$ cat config.mk
export PLATFORM = sky130hd
export DESIGN_NAME = alu_regfile
export DESIGN_NICKNAME = d
export VERILOG_FILES = /design/src/rtl/mips16_pkg.sv /design/src/rtl/status_reg.sv /design/src/rtl/alu_regfile.sv
export SDC_FILE = /design/constraint.sdc
export NUM_CORES = 1
export LEC_CHECK = 0
export CORE_MARGIN = 3
export CORE_UTILIZATION = 57
export CTS_CLUSTER_SIZE = 20
export DETAILED_ROUTE_END_ITERATION = 7
export PLACE_DENSITY = 0.81
export SLEW_MARGIN = 20
export SYNTH_ARGS = -nofsm -noshare
export SYNTH_HDL_FRONTEND = slang
export SYNTH_SLANG_ARGS = --single-unit
$ cat constraint.sdc
create_clock -name clk -period 2.85 [get_ports clk]
set_input_delay 0.285 -clock clk [delete_from_list [all_inputs] [get_ports clk]]
set_output_delay 0.285 -clock clk [all_outputs]
set_load 0.02 [all_outputs]
$ cat src/rtl/mips16_pkg.sv
// rtl/mips16_pkg.sv - shared widths, flag indices and register names for the 16-bit MIPS datapath
package mips16_pkg;

  localparam int DATA_W = 16;
  localparam int ADDR_W = 3;
  localparam int NREGS  = 8;

  // Bit positions inside the {N,C,Z} flag vector
  localparam int FLAG_N = 2;
  localparam int FLAG_C = 1;
  localparam int FLAG_Z = 0;

  localparam logic [ADDR_W-1:0] R0 = 3'd0;
  localparam logic [ADDR_W-1:0] R1 = 3'd1;
  localparam logic [ADDR_W-1:0] R2 = 3'd2;
  localparam logic [ADDR_W-1:0] R3 = 3'd3;
  localparam logic [ADDR_W-1:0] R4 = 3'd4;
  localparam logic [ADDR_W-1:0] R5 = 3'd5;
  localparam logic [ADDR_W-1:0] R6 = 3'd6;
  localparam logic [ADDR_W-1:0] R7 = 3'd7;

endpackage

$ cat src/rtl/status_reg.sv
// rtl/status_reg.sv - small load-enable register with synchronous active-low clear
module status_reg #(
  parameter int W = 3
) (
  input  logic         clk,
  input  logic         rst_n,
  input  logic         en_i,
  input  logic [W-1:0] d_i,
  output logic [W-1:0] q_o
);

  logic [W-1:0] q_q;
  logic [W-1:0] q_d;

  // Load new value when enabled, otherwise hold
  always_comb begin
    q_d = q_q;
    if (en_i) q_d = d_i;
  end

  // State register; clear wins over load
  always_ff @(posedge clk) begin
    if (!rst_n) q_q <= '0;
    else        q_q <= q_d;
  end

  assign q_o = q_q;

endmodule

$ cat src/rtl/alu_regfile.sv
// rtl/alu_regfile.sv - 8x16 register file with R0 hardwired to zero plus {N,C,Z} flag register
module alu_regfile
  import mips16_pkg::*;
#(
  parameter int DATA_W  = mips16_pkg::DATA_W,
  parameter int ADDR_W  = mips16_pkg::ADDR_W,
  parameter int NUM_DBG = 1
) (
  input  logic              clk,
  input  logic              rst_n,
  input  logic [ADDR_W-1:0] RA1,
  input  logic [ADDR_W-1:0] RA2,
  output logic [DATA_W-1:0] RD1,
  output logic [DATA_W-1:0] RD2,
  input  logic              WE3,
  input  logic [ADDR_W-1:0] WA3,
  input  logic [DATA_W-1:0] WD3,
  input  logic              FlagWE,
  input  logic              NegativeIn,
  input  logic              CarryIn,
  input  logic              ZeroIn,
  output logic [2:0]        Flags,
  input  logic [ADDR_W-1:0] DbgAddr,
  output logic [DATA_W-1:0] DbgData
);

  localparam int DEPTH = 2 ** ADDR_W;

  // Entry 0 is never written after reset; reads of address 0 are forced to zero anyway
  logic [DATA_W-1:0] regs_q [DEPTH];
  logic [2:0]        flags_in;

  // Register array: reset clears everything, writes to R0 are dropped
  always_ff @(posedge clk) begin
    if (!rst_n) begin
      for (int i = 0; i < DEPTH; i++) regs_q[i] <= '0;
    end else if (WE3 && (WA3 != '0)) begin
      regs_q[WA3] <= WD3;
    end
  end

  // Reads see current state only; no bypass from WD3 because WD3 is derived from RD1/RD2
  assign RD1 = (RA1 == '0) ? '0 : regs_q[RA1];
  assign RD2 = (RA2 == '0) ? '0 : regs_q[RA2];

  // Pack the ALU flag outputs into {N,C,Z} order
  always_comb begin
    flags_in         = '0;
    flags_in[FLAG_N] = NegativeIn;
    flags_in[FLAG_C] = CarryIn;
    flags_in[FLAG_Z] = ZeroIn;
  end

  status_reg #(.W(3)) u_flags (
    .clk   (clk),
    .rst_n (rst_n),
    .en_i  (FlagWE),
    .d_i   (flags_in),
    .q_o   (Flags)
  );

  if (NUM_DBG > 0) begin : g_dbg
    assign DbgData = (DbgAddr == '0) ? '0 : regs_q[DbgAddr];
  end else begin : g_no_dbg
    assign DbgData = '0;
  end

endmodule

---- After elaboration in Yosys (flattened, before gate mapping) ----
Memory sizes are Yosys's and may differ from the RTL's.
Cells that the tools add are included.
word-level totals
  register bits ........................... 3
  latch bits .............................. 0
  memory bits (writable) .................. 128
  bits in read-only memories .............. 0
  output and inout port bits .............. 51
  memories kept ........................... 1
memories
  name    words  bits a word  rd ports  clocked after memory_dff  wr ports  line               text
  regs_q  8      16           3         0                         8         alu_regfile.sv:30  logic [DATA_W-1:0] regs_q [DEPTH];
cells by class
  add/sub/neg operators ................... 0
  multipliers ............................. 0
  divide/modulo/power cells ............... 0
  order comparisons ....................... 0
  eq/ne operators ......................... 0
  shifts and indexed selects .............. 0
  multiplexer cells ....................... 10
  bitwise gates (word level) .............. 0
  reductions and logical operators ........ 6
operator list
  operator             number
  two-way mux 16 bit   4
  OR reduction 16 bit  1
  logical NOT 3 bit    3
  two-way mux 1 bit    5
  two-way mux 3 bit    1
  nonzero test 3 bit   1
  logical AND 1 bit    1

---- Longest topological paths before layout ----
Gate-level depths: netlist of run 1.
  depth in word-level cells ............... 7
  mapped depth ............................ 6
  depth with buffers taken out ............ 3

---- By module ----
From an unflattened synthesis of run 1, not the netlist that was laid out.
second synthesis, totals
  cells, all modules ...................... 580
  area total of the unflattened synthesis .. 7507.2 µm²
by module, submodules not included
  module       times used  cells each  area an instance (µm²)  seq. area each (µm²)
  alu_regfile  1           571         7398.3                  3363.2
  status_reg   1           9           108.9                   60.1

---- Worst setup path before layout of run 1 ----
Ideal clock, no wire load.
  kind .................................... input port to flip-flop
  from .................................... in rst_n
  to ...................................... mem regs_q[3][0], enable pin
  setup time .............................. 411 ps
  arrival ................................. 1779 ps
  required time ........................... 2439 ps
  setup slack ............................. 660 ps
  cell stages on the path ................. 3
  path buffers ............................ 1
  path through ............................ buf_4 > nand3_4 > o21ai_0
RTL lines
  what         line               text
  from (decl)  alu_regfile.sv:10  input logic rst_n,
  to (decl)    alu_regfile.sv:30

---- Final worst setup path of run 1 ----
  from .................................... in RA2[1]
  to ...................................... out RD2[10]
on the way
  longest elaborated chain between the ends .. 2
RTL lines
  what                                                                  line               text
  from (decl)                                                           alu_regfile.sv:12  input logic [ADDR_W-1:0] RA2,
  memory read (8 x 16 bit) / logical NOT 3 bit (equally long branches)  n/a
  two-way mux 16 bit *                                                  alu_regfile.sv:44  assign RD2 = (RA2 == '0) ? '0 : regs_q[RA2];
  to (decl)                                                             alu_regfile.sv:14  output logic [DATA_W-1:0] RD2,
Every way passes the cells marked *; elsewhere a longest branch is shown, timed or not.

==> results.toml, run 1 <==
[placement]
port_buffers = 85
gp_congestion = 0.9497
dpl.hpwl_um = 14450
place_ws_ns = 0.05588

[cts]
path_clk_slew_ns = 0.05
post_cts_buffers = 0
clk_latency_ns = 0.42
numClockSinks = 115
htree_levels = 4
cts_tree = "built"
numCtsBuffers = 17
cts.path.max_buffers = 2
cts_root_buffer = "clkbuf_16"

[global_route]
antenna_found_initial = 0
grt-ovfl-total = 0
track_usage_pct = 30.26
grt_start_max_net_pins = 33
grt_pass1_wl_um = 33330
grt_pass1_vias = 5896

[logic_synthesis]
synth-edff-count = 112
synth-simple-area-share_pct = 13.66
syn-num-nets = 616
synth.area.top_cells = "edfxtp_1 44%, mux2i_1 11%, and2_1 9.2%, a221oi_2 7.8%, mux2_4 5.1%"
yosysTopAreaCellShare_pct = 43.61
postSynthAreaPerCell_um2 = 13.27
yosys.area.top_type = "edfxtp_1"
ys.flop_type = "edfxtp_1"
synth-adder-area-share_pct = 0
async_reset_ff_share_pct = 0
synth.most_common_cell = "and2_1"
synth-compound-area-share_pct = 16.22
yosys_warnings = 0
synthTopCellsByCount = "114 x and2_1, 112 x edfxtp_1, 83 x mux2i_1"
synth_top_family_by_area = "multiplexers"
netlist_area_um2 = 7712
yosysSeqAreaShare_pct = 44.39
synth_cells = 581
ys_seq_elements = 115
synthMuxAreaShare_pct = 19.05
yosysUniqueCellTypes = 39
synthXorXnorAreaFrac_pct = 0

[timing]
setup_viol = 0
fin_ws_ns = 0.02340
period_minus_slack_ns = 2.827
skew_ns = 0
worstMarginPinSlew_ns = 0.7273
rsz0062_at_grt = "false"
fin_tns_setup_ns = 0
relSlewSlack_pct = 51.41
hold_violations = 0
fin_crit_sh_pct = 99.18
final_max_slew_viol_count = 0
fmax_ghz = 0.3538

[critical_path]
r2r_cells = 2
r2r-start = "u_flags.q_o[2]"
path_cells = "clkdlybuf4s50_1 > buf_4 > nor2b_4 > buf_4 > a221oi_1 > a221oi_1 > clkdlybuf4s50_1"
crit_cells = 7
cp-endpoint = "RD2[10]"
cp_top_family = "buffers and inverters"
critPathLaunch = "RA2[1]"
cp.required_ns = 2.57
critPathMaxFanout = 7
ff2ff_setup_slack_ns = 2.26
crit_type = "input pin to primary output"
critical_path_arrival_ns = 2.54
worst_setup_path_end_kind = "primary output"
cp_slowest_cell = "clkdlybuf4s50_1"
cp_num_buf_inv = 4
r2r_end = "u_flags.q_o[2]"
crit_path_start_kind = "input pin"
slowest_delay_ns = 0.65

[die]
fp.dieH_um = 122.3
start_util_pct = 59.66
dieWidth_um = 122.3
die_area_um2 = 14960
num_io_pins = 86
fp-row-count = 41
core_area_um2 = 12930

[pwr]
ir_drop_v = 0.0004957
p_switching_uw = 1404
p_int_uw = 4161
p_sw_share_pct = 25.23
clockPowerShare_pct = 44.7
p_comb_share_pct = 18.2
seq_power_share_pct = 37.1
leakage_uw = 0.003585
power.density_nw_per_um2 = 594.6

[layout]
syn2layout_area_growth_pct = 21.35
final_nets = 708
drive_above_1_share_pct = 26.24
num-fill-cells = 887
multiInputGateArea_um2 = 3790
final-seq-area_um2 = 3423
diodes = 0

[detailed_routing]
wirelength_um = 22190
wl_per_cell_um = 25.86
remaining_drc_errors = 0
drtPass1Iterations = 6
postRouteAntennaNets = 0
avgViaCountPerCell = 6.677
dr_total_vias = 5729
drt-initial-drc-count = 741

[run_status]
status = "finished clean"

[worst_hold_path]
holdCritPathClass = "input pin to flop"
worstHoldPathCells = 3

[job]
cap_violations = 0
[state kept, by name, indices dropped and copies added, names as in the netlist]
register and count:
u_flags.q_o 3, regs_q 112
[worst min path at each step]
stage / to / slack, ns / startpoint
finish: u_flags.q_o[1] / 0.48 / CarryIn
global route: u_flags.q_o[1] / 0.50 / CarryIn
CTS: u_flags.q_o[1] / 0.48 / CarryIn
detailed placement: u_flags.q_o[1] / 0.49 / u_flags.q_o[1]
global placement: u_flags.q_o[0] / 0.48 / u_flags.q_o[0]
floorplan: u_flags.q_o[0] / 0.43 / ZeroIn
[layer usage]
metal	up-vias	track usage [%]	part of all wire [%]
li1	2474	-	-
met1	2828	37.04	39
met2	363	50.60	50
met3	64	7.327	8.5
met4	0	14.00	3.2
met5	-	0	0
[kinds of logic (layout without fill, tap and decap cells)]
family                 count (synthesis)  count (layout)
and+or+nand+nor                      156             156
DFF                                  115             115
muxes                                131             131
AOI/OAI and AO/OA                    120             120
buffers and inverters                 59             164
[power groups by stage]
stage               sequential [uW]  combinational (uW)  clock [uW]
CTS                            2060                1010        2490
finish                         2060                1010        2490
floorplan                      2060                 637           0
global route                   2070                1060        2560
global placement               2080                 985           0
detailed placement             2090                1000           0
[placed cells by master, fill, tap and decap left out, drive strengths merged, types with 4 or more instances in the layout]
cell	Yosys	routed
nor2b	21	21
clkdlybuf4s50	0	78
mux2i	83	83
nor2	9	9
edfxtp	112	112
o21ai	6	6
and2	114	114
clkbuf	11	18
nand2b	5	5
bufinv	0	7
clkinvlp	0	4
a211oi	17	17
a221oi	75	75
mux2	48	48
buf	45	48
a311oi	16	16
[what timing repair did]
action	in CTS	in global routing
endpoints found under the setup margin	0	4
hold buffers	0	0
hold endpoints to repair	0	0
resized for setup	0	4
[worst min-delay path, cell delays in order]
cell	delay, ns
clkdlybuf4s50_1	0.40
mux2i_1	0.13
nor2_1	0.05
[layout make-up]
cell class / count / share of cell area (%)
Multi-Input combinational cell: 407 / 40.49
Tap cell: 172 / 2.299
Inverter: 3 / 0.1203
Timing Repair Buffer: 129 / 13.16
Clock inverter: 14 / 2.767
Sequential cell: 115 / 36.58
Clock buffer: 18 / 4.586
[through the flow]
| stage | area (um^2) | util (%) | total power [uW] | std cells | hold slack, ns |
|---|---|---|---|---|---|
| after global placement | 8652 | 66.93 | 3063 | 826 | 0.4782 |
| final | 9359 | 72.40 | 5565 | 858 | 0.4825 |
| after global routing | 9359 | 72.40 | 5698 | 858 | 0.5034 |
| after detailed placement | 8662 | 67.01 | 3091 | 826 | 0.4928 |
| after CTS | 9350 | 72.33 | 5560 | 858 | 0.4779 |
| after floorplan | 7712 | - | 2700 | 581 | 0.4322 |
Note: power is estimated with default switching activity, not from simulation.
==> run 2, diff against run 1 <==
ABC_AREA = 1   (was unset)
CORE_UTILIZATION = 59   (was 57)
PLACE_DENSITY = 0.82   (was 0.81)
==> results.toml, run 2 <==
[run_status]
status = "finished clean"

[placement]
port_buffers = 85
dpl.hpwl_um = 18300
gp_congestion = 0.9652
placed_area_um2 = 10040

[detailed_routing]
remaining_drc_errors = 0
drtPass1Iterations = 8
wirelength_um = 29170
drt-initial-drc-count = 1793
dr_total_vias = 9165
avgViaCountPerCell = 5.808
wl_per_cell_um = 18.49
postRouteAntennaNets = 0

[timing]
holdWs_ns = 0.4414
relSlewSlack_pct = 61.12
worstMarginPinSlew_ns = 0.5823
skew_ns = 0
fin_tns_setup_ns = 0
final_max_slew_viol_count = 0
setup_viol = 0
period_minus_slack_ns = 2.644
rsz0062_at_grt = "false"
fin_crit_sh_pct = 92.77
hold_violations = 0
fmax_ghz = 0.3782

[logic_synthesis]
yosys_warnings = 0
yosys.area.top_type = "edfxtp_1"
yosysTopAreaCellShare_pct = 43.30
synth-edff-count = 128
synth_cells = 1300
netlist_area_um2 = 8877
async_reset_ff_share_pct = 0
postSynthAreaPerCell_um2 = 6.829
yosysSeqAreaShare_pct = 43.97
ys.flop_type = "edfxtp_1"
yosysUniqueCellTypes = 22
synth.most_common_cell = "nand2_1"
ys_seq_elements = 131
synthTopCellsByCount = "482 x nand2_1, 199 x nor2_1, 195 x nand3_1"
synth.area.top_cells = "edfxtp_1 43%, nand2_1 20%, nand3_1 11%, nor2_1 8.4%, inv_1 6.4%"

[layout]
regMostFlops = "regs_q"
utilization_pct = 72.93
diodes = 0
final_cell_mix = "482 x nand2_1, 199 x nor2_1, 195 x nand3_1"
layout_commonest_cell = "nand2_1"
fin_area_um2 = 10680
final_nets = 1416
drive_above_1_share_pct = 7.030
largest_reg_flops = 128
syn2layout_area_growth_pct = 20.31

[pwr]
leakage_uw = 0.005267
p_int_uw = 4237
power.density_nw_per_um2 = 557.6
p_switching_uw = 1718
p_comb_share_pct = 21.3
clockPowerShare_pct = 40.3
p_sw_share_pct = 28.85
ir_drop_v = 0.0004238
seq_power_share_pct = 38.5

[die]
core_area_um2 = 14640
dieWidth_um = 128.7
fp-row-count = 44
die_area_um2 = 16550
num_io_pins = 86
start_util_pct = 60.62
fp.dieH_um = 128.7

[critical_path]
critPathMaxFanout = 9
critical_path_arrival_ns = 2.36
r2r_cells = 2
r2r_end = "u_flags.q_o[1]"
ff2ff_setup_slack_ns = 2.23
cp.required_ns = 2.57
crit_path_start_kind = "input pin"
r2r-start = "u_flags.q_o[1]"
crit_type = "input pin to primary output"
worst_setup_path_end_kind = "primary output"

[cts]
hold_buffers = 0
cts_tree = "built"
numCtsBuffers = 17
cts_root_buffer = "clkbuf_16"
path_clk_slew_ns = 0.06
cts_resized = 0
numClockSinks = 131
clk_latency_ns = 0.42
htree_levels = 4
cts.path.max_buffers = 2
post_cts_buffers = 0

[global_route]
grt_start_max_net_pins = 72
grt_pass1_wl_um = 45340
grt-ovfl-total = 0
grt_pass1_vias = 8571
antenna_found_initial = 0
track_usage_pct = 35.53

[worst_hold_path]
holdCritPathClass = "input pin to flop"
hold_start = "NegativeIn"
worstHoldPathCells = 3
holdPathEnd = "u_flags.q_o[2]"

[job]
cap_violations = 0
run 2: cell count changes after synthesis, moves of 26 or more:
cell,change
o211ai_1,+36
a221oi_1,-35
nor2_1,+196
a221oi_2,-40
mux2i_1,-83
buf_2,+29
inv_1,+148
nand2_1,+480
nand3_1,+195
and2_1,-114
mux2_4,-26
run 2: cell type report:
type	instances	area [um^2]
clock buffers	17	425.4
clock inverters	15	212.7
fillers	1168	3964
inverters	156	585.6
multi-input cells	946	4031
flip-flops and latches	131	3904
well taps	184	230.2
repair buffers	129	1291
run 2: cell families after synthesis:
logic type,Yosys count,share of synthesized area [%]
AO/OA/AOI/OAI,40,3.397
buffers and inverters,238,11.25
flip-flops,131,43.97
other,1,0.04224
AND/OR/NAND/NOR,890,41.34
run 2: stage by stage:
step,power [uW],setup WS [ns],instances
final,5955,0.2061,1578
after global routing,6146,0.1526,1578
after CTS,5930,0.2163,1578
after detailed placement,3557,0.2234,1546
after global placement,3539,0.2374,1546
after floorplan,3062,1.193,1315
run 2: routing by layer:
metal	GRT usage, %	up-vias	routed length, um
met2	56.49	724	13420
met4	16.43	0	1297
met5	0	-	0
li1	-	4231	-
met3	9.174	130	3719
met1	45.74	4080	10740
run 2: how the worst max path moves through the flow:
stage	to	startpoint	depth (start not counted)
global route	RD1[5]	RA1[1]	8
finish	RD1[5]	RA1[1]	8
global placement	RD1[5]	RA1[1]	8
CTS	RD1[5]	RA1[1]	8
detailed placement	RD1[5]	RA1[1]	8
floorplan	regs_q[6][0]	WA3[0]	7
run 2: power by group through the flow:
stage | sequential [uW] | combinational [uW] | clock [uW]
detailed placement | 2330 | 1230 | 0
global route | 2300 | 1370 | 2470
finish | 2290 | 1270 | 2400
global placement | 2320 | 1220 | 0
CTS | 2290 | 1240 | 2400
floorplan | 2310 | 749 | 0
run 2: worst max-delay path, stage by stage:
cell	delay [ns]
clkdlybuf4s50_1	0.46
inv_1	0.33
buf_4	0.24
nand3_1	0.08
nand3_1	0.06
nand2_1	0.05
nor2_1	0.19
clkdlybuf4s50_1	0.65
